<file path="config.mk">
export PLATFORM = sky130hd
export DESIGN_NAME = connection_block_dbuf
export DESIGN_NICKNAME = d
export VERILOG_FILES = /design/src/rtl/connection_block_dbuf.sv
export SDC_FILE = /design/constraint.sdc
export NUM_CORES = 1
export LEC_CHECK = 0
export CAP_MARGIN = 20
export CORE_MARGIN = 2
export CORE_UTILIZATION = 43
export DETAILED_ROUTE_END_ITERATION = 7
export PLACE_DENSITY_LB_ADDON = 0.05
export SLEW_MARGIN = 20
export SYNTH_ARGS = -nofsm -noshare
export SYNTH_HDL_FRONTEND = slang
export SYNTH_SLANG_ARGS = --single-unit
</file>
<file path="constraint.sdc">
create_clock -name scan_clk -period 1.63 [get_ports scan_clk]
set_input_delay 0.489 -clock scan_clk [delete_from_list [all_inputs] [get_ports scan_clk]]
set_output_delay 0.489 -clock scan_clk [all_outputs]
set_load 0.01 [all_outputs]
</file>
<file path="src/rtl/connection_block_dbuf.sv">
// Double-buffered connection block: per-output track mux with optional
// output register. Configuration is shifted into a shadow register and
// only copied into the active register by a commit that sees exactly
// CFG_BITS shifts since the last commit attempt.
module connection_block_dbuf #(
  parameter int CHANNEL_ONEWAY_WIDTH = 4,
  parameter int NUM_OUTS             = 2
) (
  input  logic                            scan_clk,
  input  logic                            reset,
  input  logic [CHANNEL_ONEWAY_WIDTH-1:0] tracks_0,
  input  logic [CHANNEL_ONEWAY_WIDTH-1:0] tracks_1,
  input  logic                            scan_en,
  input  logic                            scan_in,
  output logic                            scan_out,
  input  logic                            cfg_commit,
  output logic [NUM_OUTS-1:0]             out,
  output logic                            cfg_valid,
  output logic                            cfg_error
);

  localparam int MUX_SIZE = 2 * CHANNEL_ONEWAY_WIDTH / NUM_OUTS;
  localparam int SEL_BITS = $clog2(MUX_SIZE);
  localparam int FIELD    = SEL_BITS + 1;
  localparam int CFG_BITS = NUM_OUTS * FIELD;
  // Counter must hold CFG_BITS+1 so over-shifting stays distinguishable.
  localparam int CNT_W    = $clog2(CFG_BITS + 2);

  logic [CFG_BITS-1:0] shadow;
  logic [CFG_BITS-1:0] active;
  logic [CNT_W-1:0]    bit_cnt;
  logic [NUM_OUTS-1:0] out_q;
  logic [NUM_OUTS-1:0] mux_val;
  logic [NUM_OUTS-1:0] reg_en;
  logic                commit_ok;

  // Saturating increment: parks at CFG_BITS+1 so any excess shift is remembered.
  function automatic logic [CNT_W-1:0] sat_inc(input logic [CNT_W-1:0] cnt);
    if (cnt == CNT_W'(CFG_BITS + 1))
      return cnt;
    return cnt + CNT_W'(1);
  endfunction

  assign commit_ok = cfg_commit && !scan_en && (bit_cnt == CNT_W'(CFG_BITS));
  assign scan_out  = shadow[0];

  // Shadow shift register; LSB-first so the first bit in lands at bit 0.
  always_ff @(posedge scan_clk) begin
    if (reset)
      shadow <= '0;
    else if (scan_en)
      shadow <= {scan_in, shadow[CFG_BITS-1:1]};
  end

  // Shift counter; every commit attempt restarts the count.
  always_ff @(posedge scan_clk) begin
    if (reset)
      bit_cnt <= '0;
    else if (cfg_commit)
      bit_cnt <= '0;
    else if (scan_en)
      bit_cnt <= sat_inc(bit_cnt);
  end

  // Active configuration and status flags, updated only on commit attempts.
  always_ff @(posedge scan_clk) begin
    if (reset) begin
      active    <= '0;
      cfg_valid <= 1'b0;
      cfg_error <= 1'b0;
    end else if (commit_ok) begin
      active    <= shadow;
      cfg_valid <= 1'b1;
      cfg_error <= 1'b0;
    end else if (cfg_commit) begin
      cfg_error <= 1'b1;
    end
  end

  // ---- stage boundary: combinational mux -> output register ----
  // Output register samples every mux each cycle regardless of reg_en.
  always_ff @(posedge scan_clk) begin
    if (reset)
      out_q <= '0;
    else
      out_q <= mux_val;
  end

  // Output k sees tracks k, k+NUM_OUTS, ... interleaved across both directions.
  for (genvar k = 0; k < NUM_OUTS; k++) begin : g_out
    logic [MUX_SIZE-1:0] mux_in;
    logic [SEL_BITS-1:0] sel;

    for (genvar j = 0; j < MUX_SIZE; j++) begin : g_in
      if (j % 2 == 0) begin : g_dir0
        assign mux_in[j] = tracks_0[k + NUM_OUTS * (j / 2)];
      end else begin : g_dir1
        assign mux_in[j] = tracks_1[k + NUM_OUTS * (j / 2)];
      end
    end

    assign sel        = active[k*FIELD +: SEL_BITS];
    assign reg_en[k]  = active[k*FIELD + SEL_BITS];
    assign mux_val[k] = mux_in[sel];
    assign out[k]     = cfg_valid & (reg_en[k] ? out_q[k] : mux_val[k]);
  end

endmodule

</file>
# Yosys cells after proc, flatten, opt, wreduce, memory -nomap -nowiden
# Cells that the tools add are included.
dict set report op_classes {
  n_eq_ne 3
  n_shift 0
  n_addsub 1
  magnitude_cmp 2
  reduce_logical 6
  muxes 11
  bitwise_logic 2
  div_mod_pow 0
  n_mul 0
}
# op count
set op_table {}
lappend op_table {{2-to-1 mux 1 bit} 8}
lappend op_table {{== test 3 bit, second input constant} 2}
lappend op_table {{< comparator 2 x 3 -> 1 bit, second input constant} 2}
lappend op_table {{binary-select mux 1 bit (select 2 bit)} 2}
lappend op_table {{OR reduction 2 bit} 2}
lappend op_table {{adder 3 x 1 -> 3 bit, second input constant} 1}
lappend op_table {{2-to-1 mux 3 bit} 1}
lappend op_table {{AND 1 bit} 2}
lappend op_table {{logical AND 1 bit} 2}
lappend op_table {{!= test 2 bit, second input constant} 1}
lappend op_table {{AND reduction 2 bit} 1}
lappend op_table {{logical NOT 1 bit} 1}
dict set report totals {
  out_inout_bits 5
  memories 0
  latchBits 0
  inputBits 13
  romBits 0
  ff_bits 19
  mem_bits_rw 0
}

# Logic depth before layout (Yosys ltp)
# Gate-level depths: netlist of the first run.
dict set report depth {
  depth_word 7
  mapped_depth 6
  mapped_depth_nobuf 5
}

# Least setup slack after synthesis of the first run
# Ideal clock, no wire load.
dict set report synth_timing {
  kind {input to output}
  start {in tracks_1[0]}
  end {out out[0]}
  n_path_buf 0
  path_stages 3
  path_slack_ns -0.046
  arrival_ns 1.187
  required_time_ns 1.141
  path_cell_list {mux4_1 > mux2i_1 > nor2b_1}
}
dict set report synth_via {
  elab_chain_len 4
}
# item line
set synth_rtl {}
lappend synth_rtl {{start, declared} 12} ;# input logic [CHANNEL_ONEWAY_WIDTH-1:0] tracks_1,
lappend synth_rtl {{binary-select mux 1 bit (select 2 bit)} 104} ;# assign mux_val[k] = mux_in[sel];
lappend synth_rtl {{2-to-1 mux 1 bit (implied by the code)} 104}
lappend synth_rtl {{2-to-1 mux 1 bit} 105} ;# assign out[k] = cfg_valid & (reg_en[k] ? out_q[k] : mux_val[k]);
lappend synth_rtl {{AND 1 bit} 105}
lappend synth_rtl {{end, declared} 17} ;# output logic [NUM_OUTS-1:0] out,
# No other way between the ends. The select of a mux whose other input is x is not followed.

# Worst setup path after layout of the first run
dict set report layout_timing {
  start {reg active[3]}
  end {out out[1]}
}
dict set report layout_via {
  elab_chain_len 4
}
# item line
set layout_rtl {}
lappend layout_rtl {{start, declared} 30} ;# logic [CFG_BITS-1:0] active;
lappend layout_rtl {{start signal, assigned} 72} ;# active <= shadow;
lappend layout_rtl {{binary-select mux 1 bit (select 2 bit)} 104}
lappend layout_rtl {{2-to-1 mux 1 bit (implied by the code)} 104}
lappend layout_rtl {{2-to-1 mux 1 bit} 105}
lappend layout_rtl {{AND 1 bit} 105}
# No other way between the ends. The select of a mux whose other input is x is not followed.

==> results of run 1 <==
==> per-stage QoR <==
step	setup WS, ps	instance area [um2]	utilization [%]
global placement	-897.3	1012	57.99
global route	-418.2	1036	59.35
detailed placement	-921.2	1012	57.99
floorplan	-5.024	792.0	-
CTS	-379.5	1028	58.92
finish	-340.3	1036	59.35
==> where the power goes <==
| part | switching (W) | internal (W) |
|---|---|---|
| clock | 0.000127 | 0.0000950 |
| sequential | 0.00000617 | 0.000474 |
| combinational | 0.0000291 | 0.0000496 |
| total | 0.000163 | 0.000618 |
==> cells by family (layout without fill, tap and decap cells) <==
kind of cell	Yosys count	in the layout
AOI/OAI and AO/OA	1	1
xor gates and xnor gates	1	1
adders and majority gates	3	3
buffers and inverters	5	28
DFF	19	19
muxes	17	17
and+or+nand+nor	25	25
==> worst max-delay path by stage <==
stage                            from  cells after the start     end
6_report       active[3]$_SDFFE_PP0P_                      4  out[1]
5_1_grt        active[3]$_SDFFE_PP0P_                      4  out[1]
4_1_cts        active[3]$_SDFFE_PP0P_                      4  out[1]
3_5_place_dp              tracks_1[3]                      5  out[1]
3_3_place_gp              tracks_1[3]                      5  out[1]
2_1_floorplan             tracks_1[2]                      3  out[0]
==> what timing repair did <==
item,4_1_cts,5_1_grt
endpoints found under the setup margin,5,2
buffers inserted,0,1
resized for setup,30,0
hold endpoints to repair,0,0
==> area by class of cell <==
type                            count  area share, %
Timing Repair Buffer               23          20.65
Inverter                            1         0.3623
Tap cell                           25          3.019
Clock buffer                        4          2.536
Multi-Input combinational cell     47          36.35
Sequential cell                    19          37.08
==> per-layer routing <==
metal | track usage [%] | up-vias | part of all wire (%)
met4 | 10.00 | 0 | 0.92
met3 | 2.308 | 2 | 2.1
li1 | - | 287 | -
met1 | 17.30 | 239 | 50
met5 | 0 | - | 0
met2 | 20.82 | 5 | 47
==> flip-flops by register name (all words and copies together), names as in the netlist <==
register / cells
out_q: 2
cfg_valid: 1
bit_cnt: 3
shadow: 6
cfg_error: 1
active: 6
==> synth_stat cells <==
library cell,count,area (um2)
mux2i_1,15,150.1
ha_1,3,37.54
buf_6,2,22.52
and4b_1,1,10.01
a2111oi_2,1,15.01
mux4_1,2,52.55
and2b_4,1,10.01
inv_1,1,3.750
nor3_1,3,15.01
xnor2_1,1,8.760
nor2_1,16,60.06
buf_1,1,3.750
buf_2,1,5.000
nor2b_1,4,25.02
dfxtp_1,19,380.4
==> tightest hold or removal path, cell delays in order (launching register included) <==
cell and delay (ps):
dfxtp_1 320, nor2_1 90, nor3_1 40
==> results.ini, run 1 <==
[run_status]
status=finished with violations
violations=setup timing

[setup_path]
cp-end-kind=primary output
cp_num_buf_inv=1
critPathArrivalTime_ps=1480
crit_family=multiplexers
cpPeakStageDelay_ps=500
reg2reg_depth=5
rr_startpoint=bit_cnt[0]$_SDFFE_PP0P_
rrSetupSlack_ps=180
critPathSlowestCell=mux4_2
setup.worst_path.class=reg -> out
worstPathMaxFanout=2
worstSetupStartpointType=flip-flop
r2r-end=bit_cnt[1]$_SDFFE_PP0P_
cp_cell_sequence=mux4_2, mux2i_1, nor2b_1, buf_2
crit_required_ps=1140

[pwr]
p_total_w=0.0007809
vdd_drop_max_v=0.0004296
power_density_mw_per_mm2=753.8
p_leak_nw=0.4346

[min_path]
hold_depth=2
min_from=cfg_error$_SDFFE_PP0P_
min_to=cfg_error$_SDFFE_PP0P_
min_path_type=reg -> reg

[yosys]
synthAdderAreaFrac_pct=4.695
yosysSeqAreaShare_pct=47.57
synth_top_family_by_area=multiplexers
syn_nets=87
yosysUniqueCellTypes=15
synth-xor-area-share_pct=1.095
synth_compound_area_share_pct=1.878
synthMuxAreaShare_pct=25.35
syn_area_per_cell_um2=11.26
syn_area_um2=799.5
ys_seq_elements=19
synthCells=71
yosys.area_share.simple_pct=15.02
yosysWarnings=0

[sta]
drv_slew=0
skew_ps=2.871
worst_slew_pin_slew_ps=256.7
final.setup.worst_slack_ps=-340.3
period_share_pct=120.9
fmax_mhz=507.5
maxSlewHeadroom_pct=82.86
grt_setup_unrepaired=true
finalSetupTns_ps=-648.2
fin_crit_ps=1970
final-setup-viol-count=2
finalHoldViolCount=0
holdWs_ps=488.9

[routing]
drtIter0Drc=1
wl_um=1306
wl_per_cell_um=10.97
dr.pass1.iters=4
avgViaCountPerCell=4.479
route.vias.total=533
ant_nets=0
drc_errors=0

[cts]
cts_tree=done
cts_root_buf=clkbuf_4
worstSkewPairLatency_ps=280
clock_sinks=19
postCtsHoldBufs=0
clkTransAtPathRegs_ps=100
cts_buffers=3
clockBufferDepth=2
cts_htree_levels=1

[die]
pin_count=18
row_count=15
core_area_mm2=0.001745
die_w_um=47.12
initial_core_util_pct=45.81
die_h_um=47.12
dieArea_mm2=0.002220

[cells_and_area]
n_antenna_cell=0
syn2layout_area_growth_pct=29.58
final_net_count=111
mostFrequentLayoutCells=nor2_1 (16), dfxtp_1 (16), mux2i_1 (15), clkdlybuf4s15_1 (8), buf_4 (5)
regArea_um2=384.1
multi_input_area_um2=376.6
layoutNonFillerInstCount=119
n_fill_cell=176
drive_above_1_share_pct=19.15

[grt]
grt_max_degree=19
grt_pass1_vias=481
grt_usage_pct=13.65
antenna_found_initial=0
grt.overflow.total=0
grt_pass1_wl_um=2063

[place]
dp_hpwl_um=985.7
place_inst=114
io_buffers=17
place_congestion=0.6469

[run]
cap_violations=0

No activity file was read; power rests on OpenSTA's default activity.
==> run 2, diff against run 1 <==
--- a/config.mk
+++ b/config.mk
@@ -5,12 +5,12 @@
 export SDC_FILE = /design/constraint.sdc
 export NUM_CORES = 1
 export LEC_CHECK = 0
+export ABC_AREA = 1
 export CAP_MARGIN = 20
 export CORE_MARGIN = 2
 export CORE_UTILIZATION = 43
 export DETAILED_ROUTE_END_ITERATION = 7
 export PLACE_DENSITY_LB_ADDON = 0.05
-export SLEW_MARGIN = 20
 export SYNTH_ARGS = -nofsm -noshare
 export SYNTH_HDL_FRONTEND = slang
 export SYNTH_SLANG_ARGS = --single-unit
==> results.ini, run 2 <==
[run_status]
status=completed

[sta]
fin_crit_ps=1627  ; -343.2 ps
grt_setup_unrepaired=true
final-setup-viol-count=0  ; -2
maxSlewHeadroom_pct=80.82  ; -2.0 points
period_share_pct=99.82  ; -21 points
fmax_mhz=614.6  ; +21%
skew_ps=4.948  ; +2.077 ps
finalHoldViolCount=0  ; unchanged
final.setup.worst_slack_ps=2.881  ; +343.2 ps
drv_slew=0  ; unchanged
worst_slew_pin_slew_ps=287.4  ; +30.80 ps

[pwr]
p_leak_nw=0.4818  ; +11%
p_sw_share_pct=22.92  ; +2.1 points
power_density_mw_per_mm2=753.7  ; about the same
combPwrFrac_pct=11.5  ; +1.4 points
seq_power_share_pct=60.3  ; -1.1 points
p_switching_w=0.0001859  ; +14%
internal-power_w=0.0006251  ; +1.1%
power.share.clock_pct=28.3  ; -0.2 points
vdd_drop_max_v=0.0005008  ; +17%

[setup_path]
critPathArrivalTime_ps=1140  ; -340 ps
r2r-end=bit_cnt[1]$_SDFFE_PP0P_
cp-end-kind=primary output
worstPathMaxFanout=2  ; unchanged
worstSetupStartpoint=tracks_1[1]
cp-endpoint=out[1]
crit_required_ps=1140  ; about the same
rrSetupSlack_ps=440  ; +260 ps
worstSetupStartpointType=input port
setup.worst_path.class=in -> out
rr_startpoint=bit_cnt[0]$_SDFFE_PP0P_
reg2reg_depth=5  ; unchanged

[die]
pin_count=18  ; unchanged
core_area_mm2=0.001745  ; unchanged
initial_core_util_pct=45.95  ; +0.14 points
die_w_um=47.19  ; +0.14%
dieArea_mm2=0.002226  ; +0.28%
row_count=15  ; unchanged
die_h_um=47.19  ; +0.14%

[yosys]
yosysTopAreaCellShare_pct=47.43  ; -0.15 points
syn_area_per_cell_um2=7.566  ; -33%
ys_top_cells_by_area=dfxtp_1 (47%), nor2_1 (14%), o21ai_0 (8.1%), nand2_1 (7.0%), ha_1 (4.7%)
ys.flop_type=dfxtp_1
synth_commonest_cells=nor2_1 (30), dfxtp_1 (19), nand2_1 (15)
yosysSeqAreaShare_pct=47.43  ; -0.15 points
ys_seq_elements=19  ; unchanged
yosysMostFrequentCell=nor2_1
syn_area_um2=802.0  ; +0.31%
yosysUniqueCellTypes=16  ; +1
yosysWarnings=0  ; unchanged
synthArstFlopShare_pct=0  ; unchanged
synthCells=106  ; +49%
syn_nets=122  ; +40%
netlist.top_cell.by_area=dfxtp_1
synth_edf_count=0  ; unchanged

[place]
place_congestion=0.7081  ; +9.5%
dp_slack_ps=-683.4  ; +237.7 ps
dp_hpwl_um=1134  ; +15%
io_buffers=17  ; unchanged

[cells_and_area]
syn2layout_area_growth_pct=34.17
mostFrequentLayoutCells=nor2_1 (30), dfxtp_1 (16), nand2_1 (13), o21ai_0 (13), dlygate4sd2_1 (11)
n_fill_cell=178  ; +1.1%
final_net_count=150  ; +35%
n_antenna_cell=0  ; unchanged
drive_above_1_share_pct=21.05  ; +1.9 points
top_regs=active: 6 flops, shadow: 6 flops, bit_cnt: 3 flops
final_common_cell=nor2_1
utilization_pct=61.65  ; +2.3 points

[cts]
cts_root_buf=clkbuf_4
clkTransAtPathRegs_ps=100  ; about the same
cts_htree_levels=1  ; unchanged
clock_sinks=19  ; unchanged
cts_tree=done
cts_buffers=3  ; unchanged
clockBufferDepth=2  ; unchanged
worstSkewPairLatency_ps=290  ; about the same

[routing]
ant_nets=0  ; unchanged
avgViaCountPerCell=4.582  ; +2.3%
dr.pass1.iters=4  ; unchanged
wl_per_cell_um=9.076  ; -17%
wl_um=1434  ; +9.8%
drc_errors=0  ; unchanged
route.vias.total=724  ; +36%
drtIter0Drc=8  ; +7

[grt]
antenna_found_initial=0  ; unchanged
grt_pass1_wl_um=2297  ; +11%
grt_max_degree=14  ; -5
grt_usage_pct=14.67  ; +1.0 points
grt.overflow.total=0  ; unchanged
grt_pass1_vias=630  ; +31%

[min_path]
min_path_type=reg -> reg
hold_depth=2  ; unchanged
min_from=active[5]$_SDFFE_PP0P_

[run]
cap_violations=0  ; unchanged

## run 2: final cells by class
| type | instances | area (um2) | area share, % |
|---|---|---|---|
| clock buffers | 4 | 26.28 | 2.442 |
| inverters | 11 | 43.79 | 4.070 |
| multi-input cells | 75 | 391.6 | 36.40 |
| flip-flops and latches | 19 | 384.1 | 35.70 |
| well taps | 25 | 31.28 | 2.907 |
| repair buffers | 24 | 198.9 | 18.49 |
## run 2: kinds of logic (layout without fill, tap and decap cells)
kind of cell             after synthesis  in the layout  synth area share, %
flip-flops                            19             19                47.43
adder cells (fa/ha/maj)                3              3                4.681
AO/OA/AOI/OAI                         19             19                11.86
buffers and inverters                 12             39                6.083
AND/OR/NAND/NOR                       53             53                29.95
## run 2: power by group through the flow
stage / clock (W) / sequential [W] / combinational, W
after floorplan: 0 / 0.000499 / 0.0000407
after global placement: 0 / 0.000500 / 0.0000950
after detailed placement: 0 / 0.000500 / 0.0000977
after CTS: 0.000243 / 0.000489 / 0.0000924
after global routing: 0.000252 / 0.000491 / 0.000105
final: 0.000229 / 0.000489 / 0.0000931
## run 2: what timing repair did
action	4_1_cts	5_1_grt
setup endpoints to repair	5	2
resized for setup	23	6
pin swaps	9	7
setup buffers	2	0
hold buffers	0	0
## run 2: worst max-delay path: stages
cell and delay (ps):
dlygate4sd2_1 230, nand2_1 80, nand3_2 80, nand2_2 80, a21oi_2 50, buf_2 140
## run 2: how the worst min path moves through the flow
stage / endpoint / slack, ps
finish: active[5]$_SDFFE_PP0P_ / 490
global route: active[5]$_SDFFE_PP0P_ / 510
CTS: bit_cnt[0]$_SDFFE_PP0P_ / 490
detailed placement: active[5]$_SDFFE_PP0P_ / 470
global placement: active[2]$_SDFFE_PP0P_ / 470
floorplan: bit_cnt[0]$_SDFFE_PP0P_ / 450
## run 2: per-stage QoR
stage	instance area [um2]	total power, W	std cells	hold slack [ps]	setup TNS (ps)
6_report	1076	0.0008110	158	489.2	0
5_1_grt	1076	0.0008477	158	511.6	-89.40
4_1_cts	1056	0.0008242	158	493.0	-38.76
3_5_place_dp	1036	0.0005974	152	472.6	-1337
3_3_place_gp	1036	0.0005947	152	466.3	-1294
2_1_floorplan	802.0	0.0005401	106	453.8	0
## run 2: layer usage
metal  vias up  GRT usage (%)  wire (um)
li1        392              -          -
met3         2          2.308         45
met5         -              0          0
met2        13          24.38        656
met4         0          8.333         15
met1       317          17.97        717
==> RTL change 1: new RTL, flow settings as in run 1 <==
`CHANNEL_ONEWAY_WIDTH`: 4 -> 8.
--- a/src/rtl/connection_block_dbuf.sv
+++ b/src/rtl/connection_block_dbuf.sv
@@ -5,3 +5,3 @@
 module connection_block_dbuf #(
-  parameter int CHANNEL_ONEWAY_WIDTH = 4,
+  parameter int CHANNEL_ONEWAY_WIDTH = 8,
   parameter int NUM_OUTS             = 2
Ports: changed (resized tracks_0 and tracks_1); port bits go from 18 to 26. No check against the original RTL was run, so the function may have changed too.
==> RTL change 1 against run 1 <==
The flow still finishes with violations (setup timing); total power grew 44%; via count is 68% higher; worst setup slack gained 0.14 ns; synthesized area up 37%; sequential cell count grew 5; sequential power up 25%; cell area grew 43%; synthesized cell count rose by 58%; wire length up 66%; largest power group unchanged; highest routed layer unchanged.
==> RTL change 1: results (changes against run 1) <==
met1 wire length 953 um (+47%); Post-Synthesis Net Count 136 (+56%); fill count 233 (+32%); Yosys cell types 19 (+4); first-pass GRT wire length 3350 um (+62%); #MultiIn Comb 79 (+68%); final setup fails 2 (unchanged); GR Util met1 17.0% (-0.32 points); sequential share of power 53.1% (-8.3 points); GRT Total Usage 16.1% (+2.4 points); Detail Placement HPWL 1590 um (+61%); vias in the first global route 805 (+67%); GPL Wtd Cong 0.643 (-0.57%); fraction of area in multi-input gates 38.5% (+2.2 points); most frequent cells after synthesis mux2i_1, dfxtp_1, nor2_1, nand3b_1, nor3_1; Setup Buffers After CTS 1 (+1); Worst Setup EP out[0]; area of all sequential standard cells 488 um2 (+27%); status finished with violations; VDD IR max 552 uV (+29%); post-synthesis sequential area ratio 43.8% (-3.7 points); largest net degree at the start of global routing 25 (+6); TritonRoute pass-1 iters 3 (-1); final-layout clock-cell area share 3.54% (+1.0 points); fraction of layout cells with a size suffix above 1 14.9% (-4.3 points); CP Data Arrival Time 1.34 ns (-0.14 ns); Avg WL per Cell 12.2 um (+11%); Slew @ Worst Pin 0.237 ns (-0.0197 ns); violated checks setup timing; XOR/XNOR Fraction of Synth Area 2.40% (+1.3 points); Non-clock buffering overhead 21.5% (+0.85 points); CTS clock-pin slew for the worst setup and hold paths 0.13 ns (+0.03 ns); Leak Pwr 0.000646 uW (+49%); Critical path origin active[0]$_SDFFE_PP0P_; via-per-instance ratio 5.04 (+13%); power per cell area 759 nW/um2 (+0.72%); pre-CTS setup slack -0.837 ns (+0.0841 ns); PnR worst setup slack -0.202 ns (+0.138 ns); FFs & Latches 24 (+5); register-to-register setup slack 0.20 ns (+0.02 ns); NetSw 223 uW (+37%); fin nets 173 (+56%); Non-clk bufs 37 (+61%); Synth Area in Compound Gates 1.83% (-0.051 points); routed wl met2 1070 um (+73%)
-- RTL change 1: cell types whose count changed after synthesis, moves of 3 or more --
cell             run 1  this run
mux2i_1             15        25
nand2_1              0         3
nand4_1              0         3
nand3_1              0         3
inv_1                1         4
nand3b_1             0         5
nor2b_1              4         0
nor2_1              16        23
dfxtp_1             19        24
-- RTL change 1: per-stage QoR --
step                util [%]  setup TNS, ns  hold slack, ns  cell area (um2)  std cells
global route            60.4         -0.670           0.533             1480        178
detailed placement      58.8          -3.32           0.489             1440        172
finish                  60.4         -0.391           0.509             1480        178
CTS                     60.1         -0.446           0.516             1480        177
floorplan                  -              0           0.460             1100        112
global placement        58.8          -3.06           0.479             1440        172
-- RTL change 1: worst max-delay path: stages, from the launching register on --
cell and delay, ns:
dfxtp_4 0.40, mux2i_1 0.21, nand3b_1 0.10, nand4_1 0.12, a21oi_1 0.07, buf_2 0.14
==> RTL change 2: new RTL, flow settings as in run 1 <==
Without the edit above. Reset style: asynchronous (`reset`), changed in 4 clocked blocks.
--- a/src/rtl/connection_block_dbuf.sv
+++ b/src/rtl/connection_block_dbuf.sv
@@ -47,3 +47,3 @@
   // Shadow shift register; LSB-first so the first bit in lands at bit 0.
-  always_ff @(posedge scan_clk) begin
+  always_ff @(posedge scan_clk or posedge reset) begin
     if (reset)
@@ -55,3 +55,3 @@
   // Shift counter; every commit attempt restarts the count.
-  always_ff @(posedge scan_clk) begin
+  always_ff @(posedge scan_clk or posedge reset) begin
     if (reset)
@@ -65,3 +65,3 @@
   // Active configuration and status flags, updated only on commit attempts.
-  always_ff @(posedge scan_clk) begin
+  always_ff @(posedge scan_clk or posedge reset) begin
     if (reset) begin
@@ -81,3 +81,3 @@
   // Output register samples every mux each cycle regardless of reg_en.
-  always_ff @(posedge scan_clk) begin
+  always_ff @(posedge scan_clk or posedge reset) begin
     if (reset)
Behaviour: differs if reset is asserted again (counterexample within 4 cycles, from zero or initial values and one cycle with reset high); with reset held inactive, the same outputs for 10 cycles.
==> RTL change 2 against run 1 <==
The flow still finishes with violations (setup timing); worst setup slack got worse by 0.076 ns; non-clock buffer count is 2 lower; total power grew 15%; cell count shrank 13%; cell area increased by 2.1%; wire length down 8.6%; sequential cell count did not move; synthesized area rose by 4.2%; register-to-register slack better by 0.02 ns; sequential share of layout area is 7.9 points higher; critical endpoint unchanged; largest cell class unchanged; highest routed layer unchanged.
==> RTL change 2: results (changes against run 1) <==
status finished with violations; violated checks setup timing; Inverters 3 (+2); fraction of layout cells with a size suffix above 1 32.1% (+13 points); fill count 151 (-14%); XOR/XNOR Fraction of Synth Area 1.05% (-0.044 points); Mapped Cells 54 (-24%); final setup skew 0.00352 ns (+0.000645 ns); Seq/total area 45.0% (+7.9 points); RR Startpoint bit_cnt[0]$_DFFE_PP0P_; post-synthesis mux area share 26.4% (+1.1 points); Yosys cell types 14 (-1); Synth Area in Compound Gates 0.901% (-0.98 points); vias after detailed routing 482 (-9.6%); Slew @ Worst Pin 0.241 ns (-0.0152 ns); most frequent cells after synthesis dfrtp_1, mux2_2, mux2i_1; Fin Setup TNS -0.780 ns (-0.132 ns); #MultiIn Comb 31 (-34%); Worst Hold Depth 1 (-1); VDD IR max 572 uV (+33%); share of power burned in the clock network 25.6% (-2.9 points); ranking of synthesized cells by area dfrtp_1, mux2_2, mux4_2; PnR worst setup slack -0.416 ns (-0.0757 ns); GRT Total Usage 13.1% (-0.51 points); register-to-register setup slack 0.20 ns (+0.02 ns); Crit path largest cell delay 0.52 ns (+0.02 ns); placed cell area 1050 um2 (+4.1%); reg2reg end bit_cnt[2]$_DFFE_PP0P_; Detail Placement HPWL 928 um (-5.9%); final setup fails 2 (unchanged); post-synthesis adder-cell area fraction 4.50% (-0.19 points); Comb power 125 uW (+59%); post-placement cell count 99 (-13%); Core Util, Final 59.3% (about the same); Leak Pwr 0.000535 uW (+23%); Sw Share 24.0% (+3.2 points); fin nets 95 (-14%); Post-Synthesis Net Count 70 (-20%); largest net degree at the start of global routing 20 (+1); vias in the first global route 464 (-3.5%); Avg WL per Cell 11.6 um (+5.6%); FFs w/ async S/R, synth 100% (+100 points); Critical path origin active[3]$_DFFE_PP0P_; Non-clock buffering overhead 16.7% (-4.0 points)
[RTL change 2: how the worst min path moves through the flow]
stage / to / from / slack [ns]
final: cfg_error$_DFFE_PP0P_ / cfg_error$_DFFE_PP0P_ / 0.49
after global routing: cfg_error$_DFFE_PP0P_ / cfg_error$_DFFE_PP0P_ / 0.53
after CTS: cfg_error$_DFFE_PP0P_ / cfg_error$_DFFE_PP0P_ / 0.50
after detailed placement: cfg_error$_DFFE_PP0P_ / cfg_error$_DFFE_PP0P_ / 0.48
after global placement: cfg_error$_DFFE_PP0P_ / cfg_error$_DFFE_PP0P_ / 0.48
after floorplan: active[0]$_DFFE_PP0P_ / reset / 0.44
[RTL change 2: metal layers]
metal	global-route usage, %	share of wire, %	vias to the layer above
met5	0	0	-
li1	-	-	238
met4	6.49	0.42	0
met3	3.40	3.9	2
met2	19.7	46	11
met1	17.7	50	231
[RTL change 2: what timing repair did]
item,4_1_cts,5_1_grt
endpoints found under the setup margin,5,2
resized for setup,19,0
cloned,0,0
